===== src/rtl/wb_dp_sram_arb_if.sv =====
// Bus bundle for the dual-port Wishbone-to-SRAM arbiter: two classic Wishbone
// slave ports plus the single-port SRAM drive/return signals.
interface wb_dp_sram_arb_if #(
    parameter int dw     = 32,
    parameter int aw     = 32,
    parameter int col_w  = 8,
    parameter int mem_aw = 8
);
    localparam int nb_w = dw / col_w;

    logic              wb0_cyc_i;
    logic              wb0_stb_i;
    logic              wb0_we_i;
    logic [aw-1:0]     wb0_adr_i;
    logic [nb_w-1:0]   wb0_sel_i;
    logic [dw-1:0]     wb0_dat_i;
    logic [dw-1:0]     wb0_dat_o;
    logic              wb0_ack_o;

    logic              wb1_cyc_i;
    logic              wb1_stb_i;
    logic              wb1_we_i;
    logic [aw-1:0]     wb1_adr_i;
    logic [nb_w-1:0]   wb1_sel_i;
    logic [dw-1:0]     wb1_dat_i;
    logic [dw-1:0]     wb1_dat_o;
    logic              wb1_ack_o;

    logic              mem_ce_o;
    logic [mem_aw-1:0] mem_adr_o;
    logic [nb_w-1:0]   mem_we_o;
    logic [dw-1:0]     mem_dat_o;
    logic [dw-1:0]     mem_dat_i;

    modport slave (
        input  wb0_cyc_i, wb0_stb_i, wb0_we_i, wb0_adr_i, wb0_sel_i, wb0_dat_i,
        output wb0_dat_o, wb0_ack_o,
        input  wb1_cyc_i, wb1_stb_i, wb1_we_i, wb1_adr_i, wb1_sel_i, wb1_dat_i,
        output wb1_dat_o, wb1_ack_o,
        output mem_ce_o, mem_adr_o, mem_we_o, mem_dat_o,
        input  mem_dat_i
    );

    modport master (
        output wb0_cyc_i, wb0_stb_i, wb0_we_i, wb0_adr_i, wb0_sel_i, wb0_dat_i,
        input  wb0_dat_o, wb0_ack_o,
        output wb1_cyc_i, wb1_stb_i, wb1_we_i, wb1_adr_i, wb1_sel_i, wb1_dat_i,
        input  wb1_dat_o, wb1_ack_o,
        input  mem_ce_o, mem_adr_o, mem_we_o, mem_dat_o,
        output mem_dat_i
    );
endinterface


===== src/rtl/wb_dp_sram_arb.sv =====
// Two Wishbone classic slave ports sharing one synchronous single-port SRAM.
// Round-robin arbitration, one transfer every three cycles (IDLE/ACCESS/ACK).
module wb_dp_sram_arb #(
    parameter int dw     = 32,
    parameter int aw     = 32,
    parameter int col_w  = 8,
    parameter int mem_aw = 8
) (
    input  logic                    clk_i,
    input  logic                    rst_n_i,
    wb_dp_sram_arb_if.slave         bus
);
    localparam int nb_w = dw / col_w;

    typedef enum logic [1:0] {
        IDLE   = 2'd0,
        ACCESS = 2'd1,
        ACK    = 2'd2
    } state_t;

    state_t            state;
    logic              grant_p1;
    logic              last_srv;
    logic              write_p1;
    logic              mem_ce_p1;
    logic [mem_aw-1:0] mem_adr_p1;
    logic [nb_w-1:0]   mem_we_p1;
    logic [dw-1:0]     mem_dat_p1;

    logic              req0;
    logic              req1;
    logic              pick;
    logic              pick_we;
    logic [aw-1:0]     pick_adr;
    logic [nb_w-1:0]   pick_sel;
    logic [dw-1:0]     pick_dat;
    logic              ack0;
    logic              ack1;
    logic              unused_adr_bits;

    function automatic logic [mem_aw-1:0] word_addr(input logic [aw-1:0] byte_adr);
        return byte_adr[mem_aw+1:2];
    endfunction

    function automatic logic [nb_w-1:0] lane_we(input logic we, input logic [nb_w-1:0] sel);
        return we ? sel : '0;
    endfunction

    assign req0 = bus.wb0_cyc_i & bus.wb0_stb_i;
    assign req1 = bus.wb1_cyc_i & bus.wb1_stb_i;

    // A tie goes to whichever port was not served last; a lone requester always wins.
    always_comb begin
        pick = 1'b0;
        if (req0 && req1) begin
            pick = ~last_srv;
        end else if (req1) begin
            pick = 1'b1;
        end
    end

    always_comb begin
        pick_we  = bus.wb0_we_i;
        pick_adr = bus.wb0_adr_i;
        pick_sel = bus.wb0_sel_i;
        pick_dat = bus.wb0_dat_i;
        if (pick) begin
            pick_we  = bus.wb1_we_i;
            pick_adr = bus.wb1_adr_i;
            pick_sel = bus.wb1_sel_i;
            pick_dat = bus.wb1_dat_i;
        end
    end

    // Only the word-index field of each address reaches the SRAM.
    assign unused_adr_bits = ^{bus.wb0_adr_i, bus.wb1_adr_i};

    // IDLE -> ACCESS: grant and SRAM command captured together
    always_ff @(posedge clk_i or negedge rst_n_i) begin
        if (!rst_n_i) begin
            state      <= IDLE;
            grant_p1   <= 1'b0;
            last_srv   <= 1'b1;
            write_p1   <= 1'b0;
            mem_ce_p1  <= 1'b0;
            mem_adr_p1 <= '0;
            mem_we_p1  <= '0;
            mem_dat_p1 <= '0;
        end else begin
            case (state)
                IDLE: begin
                    if (req0 || req1) begin
                        state      <= ACCESS;
                        grant_p1   <= pick;
                        last_srv   <= pick;
                        write_p1   <= pick_we;
                        mem_ce_p1  <= 1'b1;
                        mem_adr_p1 <= word_addr(pick_adr);
                        mem_we_p1  <= lane_we(pick_we, pick_sel);
                        mem_dat_p1 <= pick_dat;
                    end
                end
                ACCESS: begin
                    state     <= ACK;
                    mem_ce_p1 <= 1'b0;
                    mem_we_p1 <= '0;
                end
                ACK: begin
                    state <= IDLE;
                end
                default: begin
                    state     <= IDLE;
                    mem_ce_p1 <= 1'b0;
                    mem_we_p1 <= '0;
                end
            endcase
        end
    end

    // ACK stage: ack follows the live cyc&stb so a requester that aborts in ACK sees none.
    assign ack0 = (state == ACK) && !grant_p1 && req0;
    assign ack1 = (state == ACK) &&  grant_p1 && req1;

    assign bus.wb0_ack_o = ack0;
    assign bus.wb1_ack_o = ack1;
    assign bus.wb0_dat_o = (ack0 && !write_p1) ? bus.mem_dat_i : '0;
    assign bus.wb1_dat_o = (ack1 && !write_p1) ? bus.mem_dat_i : '0;

    assign bus.mem_ce_o  = mem_ce_p1;
    assign bus.mem_adr_o = mem_adr_p1;
    assign bus.mem_we_o  = mem_we_p1;
    assign bus.mem_dat_o = mem_dat_p1;

    a_single_ack: assert property (@(posedge clk_i) disable iff (!rst_n_i)
        !(ack0 && ack1));
    a_ce_in_access: assert property (@(posedge clk_i) disable iff (!rst_n_i)
        mem_ce_p1 |-> (state == ACCESS));
    a_we_needs_ce: assert property (@(posedge clk_i) disable iff (!rst_n_i)
        (mem_we_p1 != '0) |-> mem_ce_p1);
endmodule


===== src/flat_wrapper.sv =====
// flat-port wrapper written by rule: the top's interface ports become plain ports
module wb_dp_sram_arb_flat 
#(
    parameter int dw     = 32,
    parameter int aw     = 32,
    parameter int col_w  = 8,
    parameter int mem_aw = 8
)
  (clk_i, rst_n_i, bus_wb0_cyc_i, bus_wb0_stb_i, bus_wb0_we_i, bus_wb0_adr_i, bus_wb0_sel_i, bus_wb0_dat_i, bus_wb0_dat_o, bus_wb0_ack_o, bus_wb1_cyc_i, bus_wb1_stb_i, bus_wb1_we_i, bus_wb1_adr_i, bus_wb1_sel_i, bus_wb1_dat_i, bus_wb1_dat_o, bus_wb1_ack_o, bus_mem_ce_o, bus_mem_adr_o, bus_mem_we_o, bus_mem_dat_o, bus_mem_dat_i);
  wb_dp_sram_arb_if #(.dw(dw), .aw(aw), .col_w(col_w), .mem_aw(mem_aw)) bus_i ();
  input  logic clk_i;
  input  logic rst_n_i;
  input wire logic [$bits(bus_i.wb0_cyc_i)-1:0] bus_wb0_cyc_i;
  input wire logic [$bits(bus_i.wb0_stb_i)-1:0] bus_wb0_stb_i;
  input wire logic [$bits(bus_i.wb0_we_i)-1:0] bus_wb0_we_i;
  input wire logic [$bits(bus_i.wb0_adr_i)-1:0] bus_wb0_adr_i;
  input wire logic [$bits(bus_i.wb0_sel_i)-1:0] bus_wb0_sel_i;
  input wire logic [$bits(bus_i.wb0_dat_i)-1:0] bus_wb0_dat_i;
  output wire logic [$bits(bus_i.wb0_dat_o)-1:0] bus_wb0_dat_o;
  output wire logic [$bits(bus_i.wb0_ack_o)-1:0] bus_wb0_ack_o;
  input wire logic [$bits(bus_i.wb1_cyc_i)-1:0] bus_wb1_cyc_i;
  input wire logic [$bits(bus_i.wb1_stb_i)-1:0] bus_wb1_stb_i;
  input wire logic [$bits(bus_i.wb1_we_i)-1:0] bus_wb1_we_i;
  input wire logic [$bits(bus_i.wb1_adr_i)-1:0] bus_wb1_adr_i;
  input wire logic [$bits(bus_i.wb1_sel_i)-1:0] bus_wb1_sel_i;
  input wire logic [$bits(bus_i.wb1_dat_i)-1:0] bus_wb1_dat_i;
  output wire logic [$bits(bus_i.wb1_dat_o)-1:0] bus_wb1_dat_o;
  output wire logic [$bits(bus_i.wb1_ack_o)-1:0] bus_wb1_ack_o;
  output wire logic [$bits(bus_i.mem_ce_o)-1:0] bus_mem_ce_o;
  output wire logic [$bits(bus_i.mem_adr_o)-1:0] bus_mem_adr_o;
  output wire logic [$bits(bus_i.mem_we_o)-1:0] bus_mem_we_o;
  output wire logic [$bits(bus_i.mem_dat_o)-1:0] bus_mem_dat_o;
  input wire logic [$bits(bus_i.mem_dat_i)-1:0] bus_mem_dat_i;
  assign bus_i.wb0_cyc_i = bus_wb0_cyc_i;
  assign bus_i.wb0_stb_i = bus_wb0_stb_i;
  assign bus_i.wb0_we_i = bus_wb0_we_i;
  assign bus_i.wb0_adr_i = bus_wb0_adr_i;
  assign bus_i.wb0_sel_i = bus_wb0_sel_i;
  assign bus_i.wb0_dat_i = bus_wb0_dat_i;
  assign bus_wb0_dat_o = bus_i.wb0_dat_o;
  assign bus_wb0_ack_o = bus_i.wb0_ack_o;
  assign bus_i.wb1_cyc_i = bus_wb1_cyc_i;
  assign bus_i.wb1_stb_i = bus_wb1_stb_i;
  assign bus_i.wb1_we_i = bus_wb1_we_i;
  assign bus_i.wb1_adr_i = bus_wb1_adr_i;
  assign bus_i.wb1_sel_i = bus_wb1_sel_i;
  assign bus_i.wb1_dat_i = bus_wb1_dat_i;
  assign bus_wb1_dat_o = bus_i.wb1_dat_o;
  assign bus_wb1_ack_o = bus_i.wb1_ack_o;
  assign bus_mem_ce_o = bus_i.mem_ce_o;
  assign bus_mem_adr_o = bus_i.mem_adr_o;
  assign bus_mem_we_o = bus_i.mem_we_o;
  assign bus_mem_dat_o = bus_i.mem_dat_o;
  assign bus_i.mem_dat_i = bus_mem_dat_i;
  wb_dp_sram_arb #(.dw(dw), .aw(aw), .col_w(col_w), .mem_aw(mem_aw)) u_core (.clk_i(clk_i), .rst_n_i(rst_n_i), .bus(bus_i));
endmodule

===== config.mk =====
export PLATFORM = sky130hd
export DESIGN_NAME = wb_dp_sram_arb_flat
export DESIGN_NICKNAME = d
export VERILOG_FILES = /design/src/rtl/wb_dp_sram_arb_if.sv /design/src/rtl/wb_dp_sram_arb.sv /design/src/flat_wrapper.sv
export SDC_FILE = /design/constraint.sdc
export NUM_CORES = 1
export LEC_CHECK = 0
export ABC_AREA = 1
export CORE_AREA = 2 2 110 112
export DETAILED_ROUTE_END_ITERATION = 6
export DIE_AREA = 0 0 112 114
export GPL_ROUTABILITY_DRIVEN = 0
export PLACE_DENSITY_LB_ADDON = 0.1
export SYNTH_ARGS = -nofsm -noshare
export SYNTH_HDL_FRONTEND = slang
export SYNTH_SLANG_ARGS = --single-unit

===== constraint.sdc =====
create_clock -name clk_i -period 2.7 [get_ports clk_i]
set_clock_uncertainty 0.2 [all_clocks]
set_input_delay 0.675 -clock clk_i [delete_from_list [all_inputs] [get_ports clk_i]]
set_output_delay 0.675 -clock clk_i [all_outputs]
set_load 0.01 [all_outputs]

* Word level (Yosys, flattened, before mapping)
Cells that the tools add are included.
** Cells by class
- Multiplexer cells :: 15
- Equality and inequality tests :: 3
- Reductions and logical operators :: 13
- Bitwise logic cells :: 4
** Operators by type and width (count)
- $mux 32 :: 3
- $mux 4 :: 3
- $mux 10 :: 1
- $pmux 4 s2 :: 1
- $logic_and 1x1->1 :: 7
- $mux 1 :: 4
- $pmux 2 s2 :: 1
- $reduce_and 2->1 :: 2
- $and 1x1->1 :: 2
- $eq 2x1->1 const B :: 1
- $eq 2x2->1 const B :: 1
- $logic_not 1->1 :: 2
- $logic_not 2->1 :: 1
- $mux 2 :: 1
- $ne 2x1->1 const B :: 1
- $not 1->1 :: 2
- $pmux 1 s2 :: 1
- $logic_or 1x1->1 :: 1
** Word-level totals
- Logic and storage cells :: 43
- Bits of input ports :: 176
- Register bits :: 50

* Logic depth before layout (Yosys ltp)
- Depth after elaboration :: 7
- Gate-level depth with buffers :: 8
- Mapped depth without buffers :: 7

* Worst setup path before layout
OpenSTA, ideal clock, no wires.
- Kind :: input to output
- Start :: input port bus_wb1_cyc_i
- End :: output port bus_wb1_dat_o[10]
- Data arrival time :: 1489 ps
- Cell stages on the path :: 5
- Slack :: 336 ps
- Path through :: nand2_2 -> nor3_4 -> nand2_1 -> buf_2 -> nor2_1
** Between the ends
- Cells in the longest elaborated chain, start to end :: 4
** Ends and longest elaborated chain
- from (decl) :: line flat_wrapper.sv:21 : input wire logic [$bits(bus_i.wb1_cyc_i)-1:0] bus_wb1_cyc_i;
- $and 1x1->1 :: line wb_dp_sram_arb.sv:50 : assign req1 = bus.wb1_cyc_i & bus.wb1_stb_i;
- $logic_and 1x1->1 :: line wb_dp_sram_arb.sv:122 : assign ack1 = (state == ACK) && grant_p1 && req1;
- net bus_wb1_ack_o :: line flat_wrapper.sv:28 : output wire logic [$bits(bus_i.wb1_ack_o)-1:0] bus_wb1_ack_o;
- $logic_and 1x1->1 :: line wb_dp_sram_arb.sv:127 : assign bus.wb1_dat_o = (ack1 && !write_p1) ? bus.mem_dat_i : '0;
- $mux 32 :: line wb_dp_sram_arb.sv:127
- to (decl) :: line flat_wrapper.sv:27 : output wire logic [$bits(bus_i.wb1_dat_o)-1:0] bus_wb1_dat_o;
The timed path passes the listed nets, and every way through them passes these cells.

* Worst setup path after layout
- Start :: input port bus_wb0_stb_i
- End :: output port bus_wb0_dat_o[11]
** Between the ends
- Cells in the longest elaborated chain, start to end :: 4
** Ends and longest elaborated chain
- from (decl) :: line flat_wrapper.sv:14 : input wire logic [$bits(bus_i.wb0_stb_i)-1:0] bus_wb0_stb_i;
- $and 1x1->1 :: line wb_dp_sram_arb.sv:49 : assign req0 = bus.wb0_cyc_i & bus.wb0_stb_i;
- $logic_and 1x1->1 :: line wb_dp_sram_arb.sv:121 : assign ack0 = (state == ACK) && !grant_p1 && req0;
- $logic_and 1x1->1 :: line wb_dp_sram_arb.sv:126 : assign bus.wb0_dat_o = (ack0 && !write_p1) ? bus.mem_dat_i : '0;
- $mux 32 :: line wb_dp_sram_arb.sv:126
- to (decl) :: line flat_wrapper.sv:19 : output wire logic [$bits(bus_i.wb0_dat_o)-1:0] bus_wb0_dat_o;
Every way passes these cells.

==> results.ini <==
[timing]
slew_viol_final = 0
relSlewSlack_pct = 48.55
fin_crit_ns = 2.639
finalHoldViolations = 0
worst_slew_pin_slew_ns = 0.7706
post-route-period-util_pct = 97.74
fmax_mhz = 378.9
rsz0062_at_grt = true
setup_viol = 0
setup_tns_ns = 0

[yosys]
synth_flop_cell = dfrtp_1
synthCells = 427
ys_seq_area_share_pct = 40.09
syn_area_um2 = 3124
async_flop_share_pct = 100.0
yosys_warnings = 0
ys_types = 20
syn_nets = 603
postSynthAreaPerCell_um2 = 7.317
synth-seq-cells = 50
yosysTopAreaCellShare_pct = 39.25
synth-edff-count = 0
synth_commonest_cells = nand2_1 (147), inv_1 (77), nor2_1 (66)
yosysMostFrequentCell = nand2_1
synth_top_cell_by_area = dfrtp_1
synth_area_leaders = dfrtp_1 (39%), nand2_1 (18%), o211ai_2 (12%)

[power]
combPwrFrac_pct = 42.8
power_frac_clock_pct = 20.1
switching_share_pct = 31.54
pwr-share-seq_pct = 37.1
leakagePower_uw = 0.003098
p_per_area_nw_per_um2 = 502.4
p_int_uw = 2001
power_switching_uw = 921.7
power_uw = 2923
peakVddDrop_mv = 0.2833

[worst_setup_path]
cp.arrival_ns = 1.76
worstSetupStartpointType = input port
critical_path.max_fanout = 15
worstPathRequired_ns = 1.82
crit_type = in -> out
crit_path_end_kind = output pin

[route]
wl_um = 10950
top_layer_used = met4
ant_nets = 0
met3WireLength_um = 985
wl_met1_um = 4139
drtPass1Iterations = 4
wl_per_cell_um = 13.37
drc = 0
route.met2.wl_um = 5683
drtIter0Drc = 147
vias = 3536
via_per_inst = 4.317

[global_route]
grt_pass1_vias = 3579
grt_pass1_wl_um = 17640
grt_max_degree = 43
antenna_found_initial = 0
grt_overflow = 0
grtUsageTotal_pct = 17.03

[die]
row_count = 40
initial_core_util_pct = 26.68
io_pins = 287
core_area_um2 = 11710
die_height_um = 114
chipWidth_um = 112
dieArea_um2 = 12770

[cts]
cts_tree = done
cts_num_sinks = 50
root_buffer = clkbuf_16
clk_latency_ns = 0.28
htree_levels = 2
clock_path_buffers = 2
cts_buffers = 5
clkTransAtPathRegs_ns = 0.06

[cells_and_area]
syn_to_final_growth_pct = 86.22
antenna_cells = 0
nets = 848
drive_gt1_share_pct = 19.35

[placed_design]
port_buffers = 238
dp_hpwl_um = 8372

[run_status]
status = completed

[hold_path]
hold_class = in -> async

[run]
drv_cap = 0

## layout by cell type (no fill, tap or decap), types with 2 or more instances in the layout
cell type        synthesis  routed
nand2_4                  0       2
dlygate4sd2_1            0       7
nor2_1                  66      59
o211ai_2                31      31
buf_4                    2      16
dfrtp_1                 49      49
buf_12                   0       5
clkbuf_16                0       5
buf_16                   0       2
o211ai_1                 9       9
inv_1                   77      76
clkbuf_1                 3       2
inv_2                    2       3
nor3_4                   2       2
clkdlybuf4s15_1          0      15
clkdlybuf4s50_1          0     167
nor2_2                   0       6
clkbuf_2                 0       9
nand2_1                147     145
nand2_2                  3       3
nand3_1                 11      11
buf_2                   11      28
clkdlybuf4s15_2          0      11
## area by class of cell
cell class | instances | area, um2
well taps | 147 | 183.9
multi-input cells | 273 | 1435
inverters | 80 | 302.8
fillers | 1165 | 5893
clock buffers | 7 | 132.6
flip-flops and latches | 50 | 1252
repair buffers | 262 | 2511
## logic make-up (layout without fill, tap and decap cells)
| group | Yosys count | after routing | share of synthesized area [%] |
|---|---|---|---|
| simple gates | 230 | 230 | 29.32 |
| buf+inv | 104 | 349 | 15.18 |
| flops | 50 | 50 | 40.09 |
| compound gates | 43 | 43 | 15.42 |
## repair_timing
item	in CTS	in global routing
gates cloned	3	0
hold buffers	0	0
setup endpoints to repair	66	61
setup buffers	3	1
resized for setup	210	14
pin swaps	3	3
hold endpoints to repair	0	0
## per-layer routing
metal  GRT usage, %  vias to the layer above
met3          4.676                       10
met5              0                        -
met1          18.44                     1604
li1               -                     1766
met4          4.065                        0
met2          32.89                      156
## path summary, 6_finish.rpt
kind / startpoint / cells past startpoint / slack, ns / endpoint
worst max-delay path: bus_wb0_stb_i / 7 / 0.06 / bus_wb0_dat_o[11]
worst min-delay path: rst_n_i / 1 / 0.22 / u_core.bus.mem_dat_o[11]
worst max register to register: u_core.state[0] / 6 / 1.04 / u_core.bus.mem_dat_o[22]
worst min register to register: u_core.state[1] / 1 / 0.24 / u_core.state[1]
max in group asynchronous: rst_n_i / 2 / 1.39 / u_core.last_srv
min in group clk_i: u_core.state[1] / 1 / 0.24 / u_core.state[1]
## per-stage QoR
| step | cell area [um2] | util, % | setup slack, ns | cells | hold slack [ns] |
|---|---|---|---|---|---|
| 6_report | 5818 | 49.68 | 0.06110 | 819 | 0.2154 |
| 5_1_grt | 5818 | 49.68 | -0.02912 | 819 | 0.2621 |
| 4_1_cts | 5847 | 49.93 | 0.0005752 | 818 | 0.2422 |
| 3_5_place_dp | 5697 | 48.64 | -0.6339 | 805 | 0.2336 |
| 3_3_place_gp | 5697 | 48.64 | -0.6335 | 805 | 0.2117 |
| 2_1_floorplan | 3124 | - | 0.3357 | 427 | 0.1794 |
## registers in the layout, indices dropped and copies added, names as in the netlist
name	count
u_core.last_srv	1
u_core.bus.mem_adr_o	8
u_core.bus.mem_ce_o	1
u_core.grant_p1	1
u_core.write_p1	1
u_core.bus.mem_we_o	4
u_core.bus.mem_dat_o	32
u_core.state	2
## worst max-delay path, stage by stage
cell and delay [ns]:
dlygate4sd2_1 0.23, nand2_2 0.08, nor3_4 0.14, nand2_2 0.11, bufbuf_16 0.30, nor2_1 0.10
buf_2 0.14
## power groups by stage
stage	clock network (uW)	logic, uW	registers [uW]
after global routing	647	1370	1120
after global placement	0	1260	1090
final	587	1250	1090
after floorplan	0	418	1190
after detailed placement	0	1260	1090
after CTS	610	1270	1090
No activity file was read; power rests on OpenSTA's default activity.
